File: config.mk
export PLATFORM = sky130hd
export DESIGN_NAME = bas_run_sequencer
export DESIGN_NICKNAME = d
export VERILOG_FILES = /design/src/rtl/bas_run_sequencer.sv
export SDC_FILE = /design/constraint.sdc
export NUM_CORES = 1
export LEC_CHECK = 0
export ABC_AREA = 1
export CAP_MARGIN = 40
export CORE_MARGIN = 2
export CORE_UTILIZATION = 53
export CTS_BUF_LIST = sky130_fd_sc_hd__clkbuf_8
export DETAILED_ROUTE_END_ITERATION = 16
export MAX_ROUTING_LAYER = met4
export PLACE_DENSITY_LB_ADDON = 0.12
export SETUP_SLACK_MARGIN = 0.15
export SLEW_MARGIN = 0
export SYNTH_ARGS = -nofsm -noshare
export SYNTH_HDL_FRONTEND = slang
export SYNTH_SLANG_ARGS = --single-unit
export TNS_END_PERCENT = 50
File: constraint.sdc
create_clock -name clock -period 5.1 [get_ports clock]
set_clock_uncertainty 0.15 [all_clocks]
set_input_delay 1.02 -clock clock [delete_from_list [all_inputs] [get_ports clock]]
set_output_delay 1.02 -clock clock [all_outputs]
set_load 0.01 [all_outputs]
File: src/rtl/bas_run_sequencer.sv
`default_nettype none
// +--------------------------------------------------------------------------+
// | Module      : bas_run_sequencer                                          |
// | Description : Multi-restart controller for the Beetle Antennae Search    |
// |               core. Resets, loads and supervises the core once per run,  |
// |               keeps the global best (lowest signed value) and offers it  |
// |               on a valid/ready result port.                              |
// | Revision    : 1.0 - initial release                                      |
// +--------------------------------------------------------------------------+
// | Ports                                                                    |
// |   clock, reset            : clock, synchronous active-high reset         |
// |   start                   : one-cycle sequence request (IDLE only)       |
// |   num_runs                : restarts per sequence, 0 = ignore start      |
// |   iterations              : iterations per run, forwarded to the core    |
// |   base_seed_x/y           : seeds of run 0                               |
// |   start_x/y               : Q8.8 start position, same for every run      |
// |   busy                    : high in every state except IDLE              |
// |   core_reset/core_load    : core control strobes                         |
// |   core_seed_x/y           : seeds of the current run (never zero)        |
// |   core_iterations         : latched iteration count                      |
// |   core_x/y                : latched start position                       |
// |   core_x/y_extreme        : core best position                           |
// |   core_out_value          : core best value (signed)                     |
// |   core_done               : core finished the current run                |
// |   res_valid/res_ready     : result handshake                             |
// |   res_x/y, res_value      : global best position and value               |
// |   res_best_run            : index of the winning run                     |
// |   res_timeouts            : runs aborted by the watchdog                 |
// +--------------------------------------------------------------------------+
module bas_run_sequencer #(
  parameter int         RUN_W         = 4,
  parameter logic [8:0] SEED_STEP_X   = 9'd37,
  parameter logic [8:0] SEED_STEP_Y   = 9'd101,
  parameter int         TIMEOUT_SLACK = 8
) (
  input  logic             clock,
  input  logic             reset,
  input  logic             start,
  input  logic [RUN_W-1:0] num_runs,
  input  logic [8:0]       iterations,
  input  logic [8:0]       base_seed_x,
  input  logic [8:0]       base_seed_y,
  input  logic [15:0]      start_x,
  input  logic [15:0]      start_y,
  output logic             busy,
  output logic             core_reset,
  output logic             core_load,
  output logic [8:0]       core_seed_x,
  output logic [8:0]       core_seed_y,
  output logic [8:0]       core_iterations,
  output logic [15:0]      core_x,
  output logic [15:0]      core_y,
  input  logic [15:0]      core_x_extreme,
  input  logic [15:0]      core_y_extreme,
  input  logic [39:0]      core_out_value,
  input  logic             core_done,
  output logic             res_valid,
  input  logic             res_ready,
  output logic [15:0]      res_x,
  output logic [15:0]      res_y,
  output logic [39:0]      res_value,
  output logic [RUN_W-1:0] res_best_run,
  output logic [RUN_W-1:0] res_timeouts
);

  typedef enum logic [2:0] {
    ST_IDLE      = 3'd0,
    ST_CORE_RST  = 3'd1,
    ST_CORE_LOAD = 3'd2,
    ST_RUN       = 3'd3,
    ST_COMPARE   = 3'd4,
    ST_NEXT      = 3'd5,
    ST_OUTPUT    = 3'd6
  } state_t;

  localparam logic [39:0]      VALUE_MAX = 40'h7F_FFFF_FFFF;
  localparam logic [RUN_W-1:0] RUN_ONE   = RUN_W'(1);
  localparam logic [9:0]       SLACK_10  = 10'(TIMEOUT_SLACK);

  state_t           state;
  state_t           state_next;

  logic [RUN_W-1:0] num_runs_q;
  logic [RUN_W-1:0] run_idx;
  logic [8:0]       raw_seed_x;
  logic [8:0]       raw_seed_y;
  logic [8:0]       raw_seed_x_step;
  logic [8:0]       raw_seed_y_step;
  logic [9:0]       watchdog;
  logic [9:0]       watchdog_inc;
  logic             watchdog_expired;
  logic             last_run;
  logic             accept_start;

  // An all-zero seed would lock the core LFSR, so zero is replaced by one.
  function automatic logic [8:0] fix_seed(input logic [8:0] s);
    return (s == 9'd0) ? 9'd1 : s;
  endfunction

  assign accept_start    = start && (num_runs != '0);
  assign raw_seed_x_step = raw_seed_x + SEED_STEP_X;
  assign raw_seed_y_step = raw_seed_y + SEED_STEP_Y;
  assign last_run        = (run_idx == (num_runs_q - RUN_ONE));

  // The watchdog counts RUN cycles including the current one; the run is
  // abandoned on the cycle that brings the count to iterations+slack.
  assign watchdog_inc     = watchdog + 10'd1;
  assign watchdog_expired = (watchdog_inc == ({1'b0, core_iterations} + SLACK_10));

  // ---------------------------------------------------------------- state
  always_ff @(posedge clock) begin
    if (reset) begin
      state <= ST_IDLE;
    end else begin
      state <= state_next;
    end
  end

  // ------------------------------------------------ next state and strobes
  always_comb begin
    state_next = state;
    busy       = 1'b1;
    core_reset = reset;
    core_load  = 1'b0;
    res_valid  = 1'b0;
    case (state)
      ST_IDLE: begin
        busy = 1'b0;
        if (accept_start) begin
          state_next = ST_CORE_RST;
        end
      end
      ST_CORE_RST: begin
        core_reset = 1'b1;
        state_next = ST_CORE_LOAD;
      end
      ST_CORE_LOAD: begin
        core_load  = 1'b1;
        state_next = ST_RUN;
      end
      ST_RUN: begin
        // A done arriving on the watchdog's last cycle still counts.
        if (core_done) begin
          state_next = ST_COMPARE;
        end else if (watchdog_expired) begin
          state_next = ST_NEXT;
        end
      end
      ST_COMPARE: begin
        state_next = ST_NEXT;
      end
      ST_NEXT: begin
        state_next = last_run ? ST_OUTPUT : ST_CORE_RST;
      end
      ST_OUTPUT: begin
        res_valid = 1'b1;
        if (res_ready) begin
          state_next = ST_IDLE;
        end
      end
      default: begin
        state_next = ST_IDLE;
      end
    endcase
  end

  // -------------------------------------------------------------- datapath
  always_ff @(posedge clock) begin
    if (reset) begin
      num_runs_q      <= '0;
      run_idx         <= '0;
      raw_seed_x      <= 9'd0;
      raw_seed_y      <= 9'd0;
      core_seed_x     <= 9'd1;
      core_seed_y     <= 9'd1;
      core_iterations <= 9'd0;
      core_x          <= 16'd0;
      core_y          <= 16'd0;
      watchdog        <= 10'd0;
      res_value       <= VALUE_MAX;
      res_x           <= 16'd0;
      res_y           <= 16'd0;
      res_best_run    <= '0;
      res_timeouts    <= '0;
    end else begin
      case (state)
        ST_IDLE: begin
          if (accept_start) begin
            num_runs_q      <= num_runs;
            core_iterations <= iterations;
            core_x          <= start_x;
            core_y          <= start_y;
            raw_seed_x      <= base_seed_x;
            raw_seed_y      <= base_seed_y;
            core_seed_x     <= fix_seed(base_seed_x);
            core_seed_y     <= fix_seed(base_seed_y);
            run_idx         <= '0;
            res_value       <= VALUE_MAX;
            res_x           <= 16'd0;
            res_y           <= 16'd0;
            res_best_run    <= '0;
            res_timeouts    <= '0;
          end
        end
        ST_CORE_LOAD: begin
          watchdog <= 10'd0;
        end
        ST_RUN: begin
          watchdog <= watchdog_inc;
          if (!core_done && watchdog_expired) begin
            res_timeouts <= res_timeouts + RUN_ONE;
          end
        end
        ST_COMPARE: begin
          // Strict compare: on a tie the earlier run is kept.
          if ($signed(core_out_value) < $signed(res_value)) begin
            res_value    <= core_out_value;
            res_x        <= core_x_extreme;
            res_y        <= core_y_extreme;
            res_best_run <= run_idx;
          end
        end
        ST_NEXT: begin
          if (!last_run) begin
            run_idx     <= run_idx + RUN_ONE;
            raw_seed_x  <= raw_seed_x_step;
            raw_seed_y  <= raw_seed_y_step;
            core_seed_x <= fix_seed(raw_seed_x_step);
            core_seed_y <= fix_seed(raw_seed_y_step);
          end
        end
        default: begin
        end
      endcase
    end
  end

endmodule
`default_nettype wire
# Word level (Yosys, flattened, before mapping)
# Cells that the tools add are included.
totals:
  mem_count: 0
  out_inout_bits: 143
  elab_cells: 98
  ff_bits: 178
  ramBits: 0
  latchBits: 0
  romBits: 0
classes:
  shift: 0
  n_div: 0
  addsub: 7
  order_cmp: 1
  bitwise: 0
  multipliers: 0
  n_eq_ne: 14
  reduce_logical: 18
  mux: 42
op_table:
  columns: ["op", "count"]
  rows:
  - ["9-bit two-way mux", 12]
  - ["40-bit two-way mux", 2]
  - ["40-bit one-hot mux with 2 select lines", 1]
  - ["9-bit one-hot mux with 2 select lines", 4]
  - ["16-bit one-hot mux with 2 select lines", 2]
  - ["16-bit two-way mux", 3]
  - ["40-bit < comparator", 1]
  - ["9-bit zero test", 4]
  - ["4-bit one-hot mux with 2 select lines", 3]
  - ["3-bit one-hot mux with 7 select lines", 1]
  - ["10-bit one-hot mux with 2 select lines", 1]
  - ["4-bit two-way mux", 4]
  - ["3-bit two-way mux", 5]
  - ["3-bit AND reduction", 4]
  - ["10-bit by 1-bit adder with 10-bit output (second input constant)", 1]
  - ["9-bit by 4-bit adder with 10-bit output (second input constant)", 1]
  - ["10-bit == test", 1]
  - ["2-bit inequality test (second input constant)", 5]
  - ["9-bit by 6-bit adder with 9-bit output (second input constant)", 1]
  - ["9-bit by 7-bit adder with 9-bit output (second input constant)", 1]
  - ["3-bit == test (second input constant)", 3]
  - ["4-bit by 1-bit adder with 4-bit output (second input constant)", 2]
  - ["2-bit nonzero test", 4]
  - ["3-bit by 2-bit == test with 1-bit output (second input constant)", 2]
  - ["10 further kinds", 14]

# Logic depth before layout (Yosys ltp)
# Gate-level depths: netlist (run 1).
depth:
  depth_word: 5
  mapped_depth: 19
  depth_no_buf: 17

# Least setup slack after synthesis (run 1)
# No wires, ideal clock.
synth_path:
  kind: "input-to-output"
  start: "input reset"
  end: "output core_reset"
  required_time_ns: 3.930
  n_path_buf: 3
  t_arrival_ns: 1.995
  path_stages: 5
  slack_ns: 1.935
  path_cell_list: "clkbuf_1 -> clkinv_1 -> clkbuf_1 -> clkbuf_1 -> nand2_1"
synth_via:
  elab_chain_cells: 1
synth_rtl:
  columns: ["item", "line_no", "source"]
  rows:
  - ["from (decl)", "37", "input logic reset,"]
  - ["1-bit two-way mux", "126", "case (state)"]
  - ["to (decl)", "46", "output logic core_reset,"]
# No other way between the ends.

# Final worst setup path (run 1)
# Ends and elaborated chain as after synthesis.

==> key figures, run 1 <==
Outcome
  – Status: finished clean

Worst setup path
  – CP delay by family, top: buffers and inverters
  – WP buf/inv: 3
  – Max stage delay cell, worst path: clkdlybuf4s50_1
  – CP Launch Point: reset
  – Arrival @ worst endpoint: 2520 ps
  – Crit end category: output port
  – Setup crit start kind: primary input
  – Critical-path cell list: clkdlybuf4s50_1 > inv_4 > nand2_1 > clkdlybuf4s50_1
  – Critical Path Most Common Cell: clkdlybuf4s50_1
  – Worst-path fanout max: 44
  – Critical Path RT: between 3000 and 4000 ps
  – RR Startpoint: state[0]$_SDFFE_PP0P_
  – Slowest Stage Delay on Critical Path: between 500 and 600 ps
  – WS Path Type: primary input to output port

Final layout
  – Final instance area: between 10000 and 15000 um^2
  – Most frequent cells in the layout: nand2_1 (325), clkdlybuf4s50_1 (282), nor2_1 (180)
  – Antenna Cells: 0
  – Layout cell share with drive strength beyond 1: 0.0820
  – Non-filler instance count after layout: 1835
  – Area Growth Syn to Fin: 34.4%
  – Final nets: 1783
  – Most common cell after layout, fill and taps aside: nand2_1

Yosys
  – Yosys top cell by area: dfxtp_1
  – Yosys warns: 0
  – Top-area cell type share of the netlist area: 0.377
  – Gate Count Post-Synth: 1360
  – Unique masters post-synth: 40
  – Synth area leaders: dfxtp_1 (38%), nand2_1 (13%), nand3_1 (8.3%)
  – Post-synth net total: about 1500
  – Seq/Total Area, Yosys: 0.377
  – Synth Register Bits: 178
  – Syn Std Cell Area: 9450 um^2
  – Mapped Avg Cell Area: 6.95 um^2

Pwr
  – Leak pwr: 0.00571 uW
  – Pwr Density: 355 nW/um^2
  – Total power: roughly 4500 uW
  – Maximum VDD drop: 0.000193 V

CTS
  – Root Driver: clkbuf_8
  – Worst-path clk slew: 90 ps
  – # Post-CTS Setup Buffers: 0
  – Clock sinks: 178
  – Clk buf depth: 2
  – Cts bufs inserted: 17
  – Worst-skew pair later-pin latency: approximately 470 ps
  – # hold bufs at CTS: 0
  – CTS tree: built
  – H-tree depth: 4
  – CTS resizes: 0

Global route
  – Largest net degree at the start of global routing: 92
  – Antenna violations before repair: 0
  – Global route overflow: 0
  – GR met1 Demand/Resource: 0.347
  – Gr usage total: 0.272
  – GR Layer Usage met3: 0.0548
  – Grt peak-use layer: met2
  – M2 GR Usage: 0.445
  – Vias in the first global route: ~8700
  – First-pass GRT wire length: 40600 um

STA
  – Final Critical Period: 3690 ps
  – Slew @ Worst Pin: 786 ps
  – RSZ-0062 raised after global routing: no
  – Fmax: 271 MHz
  – Final slew viol count: 0
  – Setup TNS: 0 ps
  – Final setup vio count: 0
  – Slew HR: 0.474
  – Period utilization: 0.724
  – Final hold vios: 0

Placement
  – I/O Buffers: between 200 and 300
  – Post-DP Area: between 10000 and 15000 um^2
  – Placed cells: around 1800
  – Placed wire-length estimate: 18100 um
  – GP Congestion: 0.880

Detailed routing
  – Routed len/inst: 13.9 um
  – Avg Vias per Cell: 5.19
  – DRT iter0 DRCs: 621
  – # DRC: 0
  – Total Wirelength: 25400 um
  – Detail Route Antenna Nets: 0
  – Pre-antenna DRT Iters: 8
  – Via count: 9518

Worst hold path
  – Launch point of the worst hold path: core_seed_y[4]$_SDFFE_PP0P_
  – Worst hold path type: register to register

Floorplan
  – Die area: 18900 um^2
  – Die Wd: 138 um
  – Core Rows: 48
  – Num ports: ~280
  – Die height: 138 um
  – Std-Cell Core Area: 17400 um^2
  – Initial Utilization: 0.544

Run
  – MaxCap Viol Count: 0
[worst register-to-register path: cells and delay by family (launching register included)]
kind	cells	cell delay (ps)
simple gates	6	1040
compound gates	2	350
buf+inv	4	1150
flops	1	460
[report_power, final]
| part | total (uW) | switching [uW] | internal [uW] | leakage (uW) |
|---|---|---|---|---|
| logic | 1720 | 886 | 830 | 0.00405 |
| registers | 1810 | 174 | 1630 | 0.00147 |
| clock network | 983 | 565 | 417 | 0.000199 |
[area by class of cell]
cell class	count	area (um^2)
clock inverters	14	146
well taps	225	282
inverters	105	397
repair buffers	294	2970
multi-input cells	1001	5090
clock buffers	18	248
fillers	1467	4660
flip-flops and latches	178	3560
[kinds of logic (layout without fill, tap and decap cells)]
kind of cell / Yosys count / after routing / synth area share
XOR/XNOR: 22 / 22 / 0.0204
flip-flops: 178 / 178 / 0.377
AO/OA/AOI/OAI: 192 / 192 / 0.118
buffers and inverters: 181 / 431 / 0.0853
AND/OR/NAND/NOR: 741 / 741 / 0.339
adder cells (fa/ha/maj): 46 / 46 / 0.0609
[flip-flops by register name (all words and copies together) (netlist names), 10 cells and up]
name,cells
watchdog,10
core_y,16
res_x,16
core_x,16
res_value,40
res_y,16
[metrics by stage]
step / utilization / hold slack (ps) / worst slack (ps)
2_1_floorplan: - / 298 / 1940
3_3_place_gp: 0.705 / 302 / 885
3_5_place_dp: 0.709 / 307 / 1100
4_1_cts: 0.732 / 321 / 1420
5_1_grt: 0.732 / 342 / 1260
6_report: 0.732 / 321 / 1410
[worst paths after layout]
| check | slack (ps) | depth (start not counted) | endpoint |
|---|---|---|---|
| max | 1410 | 4 | core_reset |
| min | 320 | 2 | core_seed_y[4]$_SDFFE_PP0P_ |
| max reg2reg | 1840 | 12 | core_seed_y[0]$_SDFFE_PP1P_ |
| min reg2reg | 320 | 2 | core_seed_y[4]$_SDFFE_PP0P_ |
[cells in the mapped netlist, drive strengths merged]
cell / number
nor2: 185
xor2: 15
nand2: 328
a21oi: 95
dfxtp: 178
a31oi: 2
a211oi: 6
clkinv: 2
nor3: 9
o21a: 1
ha: 46
a21o: 3
inv: 103
clkbuf: 37
xnor2: 7
nand4: 9
or2: 42
o21ai: 82
nand3: 159
nand3b: 4
nor4: 3
o211ai: 1
o21bai: 2
buf: 39
nor3b: 2
[per-layer routing]
metal	wire length (um)	vias to the layer above
met1	11200	4312
met3	2070	24
met4	320	0
li1	-	4871
met2	11800	311
met5	0	-
No activity file was read; power rests on OpenSTA's default activity.
==> run 2, diff against run 1 <==
- CORE_UTILIZATION: 53 -> 49
- clock period: 5.1 -> 3.8 ns (I/O delays scaled with it)
==> run 2 against run 1 <==
Critical path depth increased by 11. Worst hold slack barely moved. Critical endpoint is now res_value[35]$_SDFFE_PP1P_. Clock power rose by 60%. First-iteration DRC count is 27% lower. Register-to-register slack got worse by 750 ps. Utilization fell by 5.1 points. Sequential cell count stayed put. Largest cell class unchanged. Non-clock buffer count grew 4. Die area rose by 7.9%.
==> key figures, run 2 (synthesis gave the netlist of run 1 again) <==
CTS
  – CTS tree: built (unchanged)
  – Root Driver: clkbuf_8 (unchanged)
  – Clk buf depth: 2 (unchanged)
  – CTS resizes: 0 (unchanged)
  – Cts bufs inserted: 17 (unchanged)
  – Clock sinks: 178 (unchanged)
  – Worst-path clk slew: 110 ps (was 90 ps)
  – # hold bufs at CTS: 0 (unchanged)
  – # Post-CTS Setup Buffers: 0 (unchanged)
  – H-tree depth: 4 (unchanged)
  – Worst-skew pair later-pin latency: 470 ps (about the same)

Final layout
  – Largest register FFs: 40 (unchanged)
  – Most common cell after layout, fill and taps aside: nand2_1 (unchanged)
  – Layout cell share with drive strength beyond 1: 0.0849 (was 0.0820)
  – Final nets: 1787 (was 1783)
  – FILL cells: 1671 (was 1467)
  – Most frequent cells in the layout: nand2_1 (325), clkdlybuf4s50_1 (282), nor2_1 (180) (unchanged)
  – Area Growth Syn to Fin: 35.7% (was 34.4%)
  – Antenna Cells: 0 (unchanged)
  – Top reg by flops: res_value (unchanged)
  – Non-filler instance count after layout: 1874 (was 1835)

Worst setup path
  – Crit end category: register (was output port)
  – CP Launch Point: core_out_value[39] (was reset)
  – Critical Path RT: 4050 ps (was 3930 ps)
  – RR Startpoint: res_value[39]$_SDFFE_PP0P_ (was state[0]$_SDFFE_PP0P_)
  – WS Path Type: primary input to register (was primary input to output port)
  – Setup crit start kind: primary input (unchanged)
  – Slowest Stage Delay on Critical Path: 450 ps (was 540 ps)
  – Critical Path Most Common Cell: nand2_1 (was clkdlybuf4s50_1)
  – Arrival @ worst endpoint: 3260 ps (was 2520 ps)
  – Register-to-Register Path Depth: 15 (was 12)
  – Critical-path cell list: clkdlybuf4s50_1 > ha_1 > nand2_1 > nor2_1 > nand2_1 > nor2_1 > nand2_1 > nor2_1 > nand2_1 > nand4_1 > nand3_4 > nand2_2 > buf_4 > nand2_1 > nand3_1 (was clkdlybuf4s50_1 > inv_4 > nand2_1 > clkdlybuf4s50_1)
  – Max stage delay cell, worst path: clkdlybuf4s50_1 (unchanged)
  – Worst-path fanout max: 32 (was 44)

Detailed routing
  – Avg Vias per Cell: 5.06 (was 5.19)
  – Pre-antenna DRT Iters: 4 (was 8)
  – Total Wirelength: 25400 um (about the same)
  – # DRC: 0 (unchanged)
  – DRT iter0 DRCs: 451 (was 621)
  – Via count: 9488 (was 9518)
  – Detail Route Antenna Nets: 0 (unchanged)
  – Routed len/inst: 13.6 um (was 13.9 um)

STA
  – Slew HR: 0.512 (was 0.474)
  – Slew @ Worst Pin: 732 ps (was 786 ps)
  – Final setup vio count: 0 (unchanged)
  – Worst setup margin: 784 ps (was 1410 ps)
  – Final hold slack: 321 ps (about the same)
  – Final slew viol count: 0 (unchanged)
  – Period utilization: 0.794
  – Setup TNS: 0 ps (unchanged)
  – Final Critical Period: 3020 ps
  – Fmax: 332 MHz
  – Final hold vios: 0 (unchanged)
  – RSZ-0062 raised after global routing: no (unchanged)

Pwr
  – Pwr Density: 491 nW/um^2 (was 355 nW/um^2)
  – Total power: 6290 uW (was 4510 uW)
  – Logic pwr share: 0.366 (was 0.381)
  – Share of total power in sequential cells: 0.385 (was 0.401)
  – Switching pwr: 2180 uW (was 1630 uW)
  – Int Power: 4110 uW (was 2880 uW)
  – Leak pwr: 0.00576 uW (was 0.00571 uW)
  – Net Sw Frac: 0.346 (was 0.361)
  – Clock power frac: 0.249 (was 0.218)
  – Maximum VDD drop: 0.000233 V (was 0.000193 V)

Global route
  – Gr usage total: 0.253 (was 0.272)
  – Vias in the first global route: 8728 (was 8737)
  – Antenna violations before repair: 0 (unchanged)
  – M2 GR Usage: 0.403 (was 0.445)
  – Grt peak-use layer: met2 (unchanged)
  – First-pass GRT wire length: 41300 um (was 40600 um)
  – Largest net degree at the start of global routing: 92 (unchanged)
  – GR Layer Usage met3: 0.0570 (was 0.0548)
  – Global route overflow: 0 (unchanged)
  – GR met1 Demand/Resource: 0.328 (was 0.347)

Placement
  – Placed wire-length estimate: 18100 um (about the same)
  – Placed cells: 1842 (was 1803)
  – I/O Buffers: 282 (unchanged)
  – GP Congestion: 0.853 (was 0.880)
  – Pre-CTS setup slack: 373 ps (was 1100 ps)

Outcome
  – Status: finished clean (unchanged)

Floorplan
  – Std-Cell Core Area: 18800 um^2 (was 17400 um^2)
  – Die height: 143 um (was 138 um)
  – Initial Utilization: 0.502 (was 0.544)
  – Die area: 20400 um^2 (was 18900 um^2)
  – Num ports: 283 (unchanged)
  – Core Rows: 50 (was 48)
  – Die Wd: 143 um (was 138 um)

Worst hold path
  – Worst Hold Depth: 2 (unchanged)
  – Worst hold path type: register to register (unchanged)
  – Launch point of the worst hold path: core_seed_x[4]$_SDFFE_PP0P_ (was core_seed_y[4]$_SDFFE_PP0P_)

Run
  – MaxCap Viol Count: 0 (unchanged)
## run 2: metrics by stage
stage               cell area, um^2  utilization
floorplan                      9450            -
global placement              12300        0.655
detailed placement            12300        0.656
CTS                           12800        0.681
global route                  12800        0.681
finish                        12800        0.681
## run 2: worst max-delay path, delay by kind of cell
| family | cells | cell delay (ps) |
|---|---|---|
| and+or+nand+nor | 12 | 1320 |
| buffers and inverters | 2 | 830 |
| adders and majority gates | 1 | 360 |
## run 2: layout make-up
type	count	area, um^2	share of cell area
inverters	105	397	0.0309
well taps	260	325	0.0254
clock buffers	17	234	0.0182
clock inverters	15	240	0.0187
multi-input cells	1001	5090	0.397
flip-flops and latches	178	3560	0.278
repair buffers	298	2980	0.232
## run 2: per-layer routing
metal	up-vias	share of wire
met2	287	0.46
met3	25	0.073
met1	4311	0.45
met4	0	0.013
met5	-	0
li1	4865	-
## run 2: power groups by stage
stage          Clock (uW)  Combinational (uW)  Sequential (uW)
6_report             1570                2300             2420
5_1_grt              1670                2570             2470
4_1_cts              1600                2320             2420
3_5_place_dp            0                2310             2460
3_3_place_gp            0                2260             2450
2_1_floorplan           0                1230             2560
## run 2: path summary, 6_finish.rpt
path	to	slack, ps
min	core_seed_x[4]$_SDFFE_PP0P_	320
max	res_value[35]$_SDFFE_PP1P_	780
min reg2reg	core_seed_x[4]$_SDFFE_PP0P_	320
max reg2reg	res_value[35]$_SDFFE_PP1P_	1090
==> run 3, diff against run 2 <==
- clock period: 3.8 -> 3.1 ns (I/O delays scaled with it)
==> run 3 against run 2 <==
Sequential power rose by 23%. Global-route usage rose by 0.70 points. Setup slack got worse by 430 ps. First-iteration DRC count rose by 24%. Largest cell class unchanged. Critical path depth shrank 10. Cell count increased by 0.43%.
==> key figures, run 3 (synthesis gave the netlist of run 1 again) <==
Outcome
  – Status: finished clean (unchanged)

STA
  – Final slew viol count: 0 (unchanged)
  – Slew @ Worst Pin: 604 ps (was 732 ps)
  – RSZ-0062 raised after global routing: no (unchanged)
  – Fmax: 364 MHz
  – Final hold slack: 325 ps (was 321 ps)
  – Period utilization: 0.885
  – Final hold vios: 0 (unchanged)
  – Final setup vio count: 0 (unchanged)
  – Final Critical Period: 2740 ps
  – Slew HR: 0.598 (was 0.512)

Global route
  – Global route overflow: 0 (unchanged)
  – Antenna violations before repair: 1 (was 0)
  – Vias in the first global route: 8877 (was 8728)
  – GR Layer Usage met3: 0.0530 (was 0.0570)
  – M2 GR Usage: 0.399 (was 0.403)
  – GR met1 Demand/Resource: 0.343 (was 0.328)
  – Largest net degree at the start of global routing: 144 (was 92)
  – Gr usage total: 0.260 (was 0.253)
  – Grt peak-use layer: met2 (unchanged)
  – First-pass GRT wire length: 42100 um (was 41300 um)

Worst setup path
  – Setup crit start kind: register (was primary input)
  – Arrival @ worst endpoint: 1970 ps (was 3260 ps)
  – Slowest Stage Delay on Critical Path: 620 ps (was 450 ps)
  – Worst-path fanout max: 11 (was 32)
  – Critical Path RT: 2330 ps (was 4050 ps)
  – Critical Path Most Common Cell: nor2_1 (was nand2_1)
  – Max stage delay cell, worst path: clkdlybuf4s50_1 (unchanged)
  – WS Path Type: register to output port (was primary input to register)
  – Crit end category: output port (was register)
  – Critical-path cell list: inv_1 > nor2_1 > inv_2 > nor2_1 > clkdlybuf4s50_1 (was clkdlybuf4s50_1 > ha_1 > nand2_1 > nor2_1 > nand2_1 > nor2_1 > nand2_1 > nor2_1 > nand2_1 > nand4_1 > nand3_4 > nand2_2 > buf_4 > nand2_1 > nand3_1)

Floorplan
  – Std-Cell Core Area: 18800 um^2 (unchanged)
  – Core Rows: 50 (unchanged)
  – Initial Utilization: 0.502 (unchanged)
  – Num ports: 283 (unchanged)
  – Die height: 143 um (unchanged)
  – Die area: 20400 um^2 (unchanged)
  – Die Wd: 143 um (unchanged)

CTS
  – Cts bufs inserted: 17 (unchanged)
  – H-tree depth: 4 (unchanged)
  – Worst-skew pair later-pin latency: 480 ps (was 470 ps)
  – CTS tree: built (unchanged)
  – Clock sinks: 178 (unchanged)
  – Clk buf depth: 2 (unchanged)
  – Worst-path clk slew: 100 ps (was 110 ps)
  – Root Driver: clkbuf_8 (unchanged)

Detailed routing
  – Routed len/inst: 13.8 um (was 13.6 um)
  – Avg Vias per Cell: 5.09 (was 5.06)
  – # DRC: 0 (unchanged)
  – Pre-antenna DRT Iters: 6 (was 4)
  – Total Wirelength: 25900 um (was 25400 um)
  – Detail Route Antenna Nets: 0 (unchanged)
  – Via count: 9578 (was 9488)
  – DRT iter0 DRCs: 558 (was 451)

Run
  – MaxCap Viol Count: 0 (unchanged)

Pwr
  – Pwr Density: 579 nW/um^2 (was 491 nW/um^2)
  – Leak pwr: 0.00578 uW (was 0.00576 uW)
  – Maximum VDD drop: 0.000348 V (was 0.000233 V)

Worst hold path
  – Worst hold path type: register to register (unchanged)

Placement
  – GP Congestion: 0.878 (was 0.853)
  – I/O Buffers: 282 (unchanged)
  – Placed wire-length estimate: 18400 um (was 18100 um)
  – Post-DP Area: 12500 um^2 (was 12300 um^2)

Final layout
  – Largest register FFs: 40 (unchanged)
  – Final instance area: 12900 um^2 (was 12800 um^2)
  – Final Core Density: 0.683 (was 0.681)
  – Layout cell share with drive strength beyond 1: 0.0901 (was 0.0849)
  – Top reg by flops: res_value (unchanged)
  – Area Growth Syn to Fin: 36.2% (was 35.7%)
  – FILL cells: 1660 (was 1671)
  – Final nets: 1794 (was 1787)
  – Most common cell after layout, fill and taps aside: nand2_1 (unchanged)
  – Most frequent cells in the layout: nand2_1 (325), clkdlybuf4s50_1 (282), nor2_1 (180) (unchanged)
run 3: final timing paths:
check                               from                           to  slack (ps)  depth (start not counted)
max                state[1]$_SDFFE_PP0P_                    core_load         360                          5
min          core_seed_x[3]$_SDFFE_PP0P_  core_seed_x[3]$_SDFFE_PP0P_         320                          2
max reg2reg   res_value[39]$_SDFFE_PP0P_   res_value[12]$_SDFFE_PP1P_         610                         16
min reg2reg  core_seed_x[3]$_SDFFE_PP0P_  core_seed_x[3]$_SDFFE_PP0P_         320                          2
run 3: worst max-delay path, delay by kind of cell, from the launching register on:
family	cells	cell delay, ps
flops	1	390
simple gates	2	300
buf+inv	3	830
run 3: repair_timing:
| action | 4_1_cts | 5_1_grt |
|---|---|---|
| gates resized for setup | 0 | 2 |
| endpoints found under the setup margin | 0 | 1 |
| hold buffers | 0 | 0 |
| buffers inserted | 0 | 0 |
run 3: layout make-up:
type                       count  area, um^2  area share
tap                          260         325      0.0253
inverter                     105         397      0.0308
clock inverter                14         139      0.0108
clock buffer                  18         248      0.0193
antenna                        1        2.50    0.000194
multi-input combinational   1001        5090       0.395
timing repair buffer         305        3100       0.241
sequential                   178        3560       0.277
run 3: per-stage QoR:
| stage | TNS (ps) | setup WS (ps) | total power [uW] | instances |
|---|---|---|---|---|
| detailed placement | -47.0 | -14.2 | 5910 | 1849 |
| CTS | 0 | 179 | 7510 | 1881 |
| global placement | 0 | 54.9 | 5820 | 1848 |
| finish | 0 | 356 | 7450 | 1882 |
| global route | 0 | 211 | 7970 | 1882 |
| floorplan | 0 | 637 | 4650 | 1360 |
run 3: power breakdown:
group          internal [uW]  total (uW)  switching, uW
clock                    620        1590            972
sequential              2690        2970            286
combinational           1410        2890           1470
total                   4720        7450           2730
run 3: per-layer routing:
| layer | part of all wire | routed length (um) | vias to the layer above |
|---|---|---|---|
| met5 | 0 | 0 | - |
| met4 | 0.023 | 593 | 0 |
| met3 | 0.072 | 1860 | 40 |
| met2 | 0.45 | 11700 | 306 |
| met1 | 0.45 | 11700 | 4340 |
| li1 | - | - | 4892 |
